### src/rtl/pc_fetch_unit_pkg.sv
// pc_fetch_unit_pkg: address-map and exception-code constants shared by the
// fetch unit, CP0 and the instruction memory, plus the IF/ID record type.
package pc_fetch_unit_pkg;

  localparam logic [31:0] PC_RESET     = 32'h0000_3000;
  localparam logic [31:0] HANDLER_ADDR = 32'h0000_4180;
  localparam logic [31:0] TEXT_BASE    = 32'h0000_3000;
  localparam logic [31:0] TEXT_END     = 32'h0000_6FFC;

  localparam logic [4:0] EXC_NONE = 5'd0;
  localparam logic [4:0] EXC_ADEL = 5'd4;

  typedef struct packed {
    logic [31:0] instr;
    logic [31:0] pc;
    logic        valid;
    logic [4:0]  exccode;
  } if_id_t;

endpackage

### src/rtl/pc_fetch_unit_addr_check.sv
// fetch_addr_check: combinational fetch-address legality check.
//   pc    : address being fetched
//   fault : 1 when pc is misaligned or outside [LO, HI]
module fetch_addr_check
  import pc_fetch_unit_pkg::*;
#(
  parameter logic [31:0] LO = TEXT_BASE,
  parameter logic [31:0] HI = TEXT_END
) (
  input  logic [31:0] pc,
  output logic        fault
);

  assign fault = (pc[1:0] != 2'b00) || (pc < LO) || (pc > HI);

endmodule

### src/rtl/pc_fetch_unit.sv
// pc_fetch_unit: owns the PC, drives the IM fetch address and captures the
// returned word into IF/ID. Handles sequential advance, redirect with delay
// slot, stall, exception entry, eret and fetch address faults (AdEL).
// Ports:
//   clk, reset (sync, active-high), stall, redirect_valid/redirect_target,
//   exc_req, eret_req/epc, instr_in (IM word for pc_out)
//   pc_out, if_id_instr, if_id_pc, if_id_valid, if_id_exccode
// Optional: define FETCH_PERF_CNT_EN to add output fetch_count, the number of
//   clean (valid, fault-free) IF/ID loads.
module pc_fetch_unit
  import pc_fetch_unit_pkg::*;
(
  input  logic        clk,
  input  logic        reset,
  input  logic        stall,
  input  logic        redirect_valid,
  input  logic [31:0] redirect_target,
  input  logic        exc_req,
  input  logic        eret_req,
  input  logic [31:0] epc,
  input  logic [31:0] instr_in,
  output logic [31:0] pc_out,
  output logic [31:0] if_id_instr,
  output logic [31:0] if_id_pc,
  output logic        if_id_valid,
  output logic [4:0]  if_id_exccode
`ifdef FETCH_PERF_CNT_EN
  ,
  output logic [31:0] fetch_count
`endif
);

  logic [31:0] pc_q, pc_d;
  if_id_t      if_id_q, if_id_d;
  logic        fetch_fault;
  logic        load_if_id;

  fetch_addr_check #(
    .LO(TEXT_BASE),
    .HI(TEXT_END)
  ) u_addr_check (
    .pc   (pc_q),
    .fault(fetch_fault)
  );

  // exc_req and eret_req both override stall; stall freezes everything,
  // including a pending redirect.
  always_comb begin
    pc_d       = pc_q;
    if_id_d    = if_id_q;
    load_if_id = 1'b0;
    if (exc_req) begin
      pc_d    = HANDLER_ADDR;
      if_id_d = '0;
    end else if (eret_req) begin
      pc_d    = epc;
      if_id_d = '0;
    end else if (!stall) begin
      load_if_id       = 1'b1;
      pc_d             = redirect_valid ? redirect_target : pc_q + 32'd4;
      if_id_d.pc       = pc_q;
      if_id_d.valid    = 1'b1;
      // A faulting fetch enters the pipe as a nop tagged AdEL; CP0 takes it later.
      if_id_d.instr    = fetch_fault ? '0 : instr_in;
      if_id_d.exccode  = fetch_fault ? EXC_ADEL : EXC_NONE;
    end
  end

  always_ff @(posedge clk) begin
    if (reset) begin
      pc_q    <= PC_RESET;
      if_id_q <= '0;
    end else begin
      pc_q    <= pc_d;
      if_id_q <= if_id_d;
    end
  end

  assign pc_out        = pc_q;
  assign if_id_instr   = if_id_q.instr;
  assign if_id_pc      = if_id_q.pc;
  assign if_id_valid   = if_id_q.valid;
  assign if_id_exccode = if_id_q.exccode;

`ifdef FETCH_PERF_CNT_EN
  logic [31:0] fetch_count_q, fetch_count_d;

  always_comb begin
    fetch_count_d = fetch_count_q;
    if (load_if_id && !fetch_fault) begin
      fetch_count_d = fetch_count_q + 32'd1;
    end
  end

  always_ff @(posedge clk) begin
    if (reset) begin
      fetch_count_q <= '0;
    end else begin
      fetch_count_q <= fetch_count_d;
    end
  end

  assign fetch_count = fetch_count_q;
`else
  logic unused_load;
  assign unused_load = load_if_id;
`endif

endmodule

### config.mk
export PLATFORM = sky130hd
export DESIGN_NAME = pc_fetch_unit
export DESIGN_NICKNAME = d
export VERILOG_FILES = /design/src/rtl/pc_fetch_unit_pkg.sv /design/src/rtl/pc_fetch_unit_addr_check.sv /design/src/rtl/pc_fetch_unit.sv
export SDC_FILE = /design/constraint.sdc
export NUM_CORES = 1
export LEC_CHECK = 0
export ABC_AREA = 1
export CORE_MARGIN = 8
export CORE_UTILIZATION = 43
export CTS_CLUSTER_DIAMETER = 50
export CTS_CLUSTER_SIZE = 8
export DETAILED_ROUTE_END_ITERATION = 10
export PLACE_DENSITY = 0.81
export SYNTH_ARGS = -nofsm -noshare
export SYNTH_HDL_FRONTEND = slang
export SYNTH_SLANG_ARGS = --single-unit
### constraint.sdc
create_clock -name clk -period 1.9 [get_ports clk]
set_input_delay 0.285 -clock clk [delete_from_list [all_inputs] [get_ports clk]]
set_output_delay 0.285 -clock clk [all_outputs]
set_load 0.02 [all_outputs]
==> results.yml <==
status:
  outcome: "finished clean"
logic_synthesis:
  synth-edff-count: 0
  synthesis.area_um2: 4830
  avgSynthCellArea_um2: 6.96
  synth-seq-cells: 98
  synth.distinct_cells: 33
  ys.flop_type: "dfxtp_1"
  synthCells: 694
  synthesis.yosys.warnings: 0
  async_flop_share_pct: 0
  synth_top_cells_by_count: "nand2_1 (209), dfxtp_1 (98), a21oi_1 (90)"
  yosysMostFrequentCell: "nand2_1"
  synthDominantCellAreaShare_pct: 40.6
  synth_area_leaders: "dfxtp_1 (41%), nand2_1 (16%), a21oi_1 (9.3%)"
  synth.largest_area_cell: "dfxtp_1"
  ys_seq_area_share_pct: 40.6
power_and_ir_drop:
  seqPwrFrac_pct: 47.9
  p_int_w: 0.00328
  peakVddDrop_mv: 0.383
  p_sw_share_pct: 28.4
  clkPwrFrac_pct: 32.8
  pwr-share-comb_pct: 19.2
  switching_power_w: 0.00130
  p_leak_nw: 2.49
  powerDensity_nw_per_um2: 631
floorplanning:
  start_util_pct: 44.4
  coreArea_um2: 10900
  die-area_um2: 14900
  die_y_um: 122
  die_w_um: 122
  ios: 204
  num_rows: 38
layout:
  seq_area_um2: 1980
  drive_above_1_share_pct: 9.23
  multi_input_area_um2: 2520
  finalNetCount: 986
  n_antenna_cell: 0
  n_fill_cell: 981
  stdcell_count: 1028
  utilization_pct: 66.6
  area_growth_syn_to_layout_pct: 50.2
critical_path:
  crit_path_top_delay_cell: "clkdlybuf4s50_1"
  path_cells: "clkdlybuf4s50_1"
  required_ns: 1.62
  cp.arrival_ns: 1.57
  crit_buf_inv: 1
  r2r-start: "pc_out[21]"
  critPathMaxFanout: 7
  crit_type: "reg2out"
  startpoint_type: "register"
  crit_path_max_incr_delay_ns: 0.70
  r2r_slack_ns: 0.22
  end_kind: "output pin"
  rr_worst_depth: 6
  critPathTopFamily: "buffers and inverters"
  r2r_end: "if_id_instr[21]"
placement:
  routabilityCongestion: 0.984
  hpwl_um: 14300
  io_buffers: 199
  place_inst: 1012
timing:
  fin_crit_sh_pct: 97.8
  slew_viol_final: 0
  timing.fmax_mhz: 538
  rsz0062_at_grt: "no"
  hold_ws_ns: 0.367
  skew_ns: 0.0116
  setup-violations-final: 0
  min_period_ns: 1.86
  hold_viol: 0
clock_network:
  clk_pin_slew_worst_paths_ns: 0.09
  cts_hold_buf: 0
  htreeDepth: 3
  cts_sinks: 98
  cts_tree: "built"
  cts_buffer_depth: 2
  cts_buffers: 9
  root_buffer: "clkbuf_8"
  postCtsSetupBuffers: 0
  clkLatencyLatePin_ns: 0.38
hold_path:
  hold_end: "if_id_pc[23]"
  hold_depth: 3
  hp-class: "in2reg"
  min_from: "stall"
drt:
  remaining_drc_errors: 0
  vias: 5686
  routed_wl_um: 18700
  drt_pass1_iterations: 5
  antenna_left: 0
  avgRoutedWirePerCell_um: 18.2
  vias_per_cell: 5.53
  initialDrtViolationCount: 535
flow_run:
  maxCapViolCount: 0
global_routing:
  grt_usage_pct: 24.7
  grt_max_degree: 35
  grt_pass1_wl_um: 29200
  grt_pass1_vias: 5536
  antenna_found_initial: 0
  gr-total-overflow: 0
routing by layer:
metal	up-vias	global-route usage [%]	routed length, um
met5	-	0	0
met3	42	6.06	1670
met1	2640	30.1	7530
met2	281	40.7	8900
li1	2723	-	-
met4	0	10.5	596
cell type report:
cell class / count / area share [%]
Timing Repair Buffer: 226 / 30.9
Sequential cell: 98 / 27.3
Inverter: 32 / 1.66
Multi-Input combinational cell: 516 / 34.7
Clock buffer: 11 / 1.81
Clock inverter: 5 / 1.17
Tap cell: 140 / 2.41
metrics by stage:
| step | power [W] | setup TNS, ns | cell area, um^2 | setup slack, ns |
|---|---|---|---|---|
| global placement | 0.00309 | 0 | 7010 | 0.0427 |
| global route | 0.00476 | 0 | 7250 | 0.00306 |
| finish | 0.00458 | 0 | 7250 | 0.0426 |
| CTS | 0.00459 | 0 | 7230 | 0.00123 |
| floorplan | 0.00264 | 0 | 4840 | 0.369 |
| detailed placement | 0.00311 | -0.0239 | 7010 | -0.0239 |
registers in the layout (all words and copies together) (netlist names), named ones only:
signal	count
if_id_valid	1
if_id_exccode	1
if_id_pc	32
if_id_instr	32
pc_out	30
kinds of logic after synthesis:
family | after synthesis | share of synthesized area [%]
buffers and inverters | 83 | 7.61
adders and majority gates | 1 | 0.259
and+or+nand+nor | 341 | 30.5
AOI/OAI and AO/OA | 158 | 18.8
xor gates and xnor gates | 12 | 2.18
other | 1 | 0.0776
DFF | 98 | 40.6
worst max path at each step:
stage          startpoint          to  slack [ns]  cells past startpoint
4_1_cts        pc_out[27]  pc_out[27]       0.001                      1
6_report       pc_out[24]  pc_out[24]        0.04                      1
2_1_floorplan   pc_out[2]  pc_out[28]        0.37                     10
3_3_place_gp     eret_req    register        0.04                      7
5_1_grt        pc_out[24]  pc_out[24]       0.003                      1
3_5_place_dp     eret_req    register       -0.02                      7
timing repair:
action / 4_1_cts / 5_1_grt
endpoints found under the hold margin: 0 / 0
gates resized for setup: 3 / 14
endpoints found under the setup margin: 3 / 14
power groups by stage:
stage / Sequential [W] / Clock, W / Combinational (W)
after floorplan: 0.00226 / 0 / 0.000388
after global placement: 0.00223 / 0 / 0.000854
after detailed placement: 0.00223 / 0 / 0.000872
after CTS: 0.00219 / 0.00153 / 0.000876
after global routing: 0.00220 / 0.00162 / 0.000942
final: 0.00219 / 0.00150 / 0.000879
placed cells by master (no fill, tap or decap), drive strengths merged, types with 4 or more instances in the layout:
cell type and count:
buf 28, xor2 6, conb 4, dfxtp 98
xnor2 6, a221oi 23, nand4 35, inv 32
nor2 61, nand2 214, nand3 24, clkbuf 11
clkdlybuf4s50 196, a21oi 91, o21ai 33, nor3 5
Note: power is estimated with default switching activity, not from simulation.
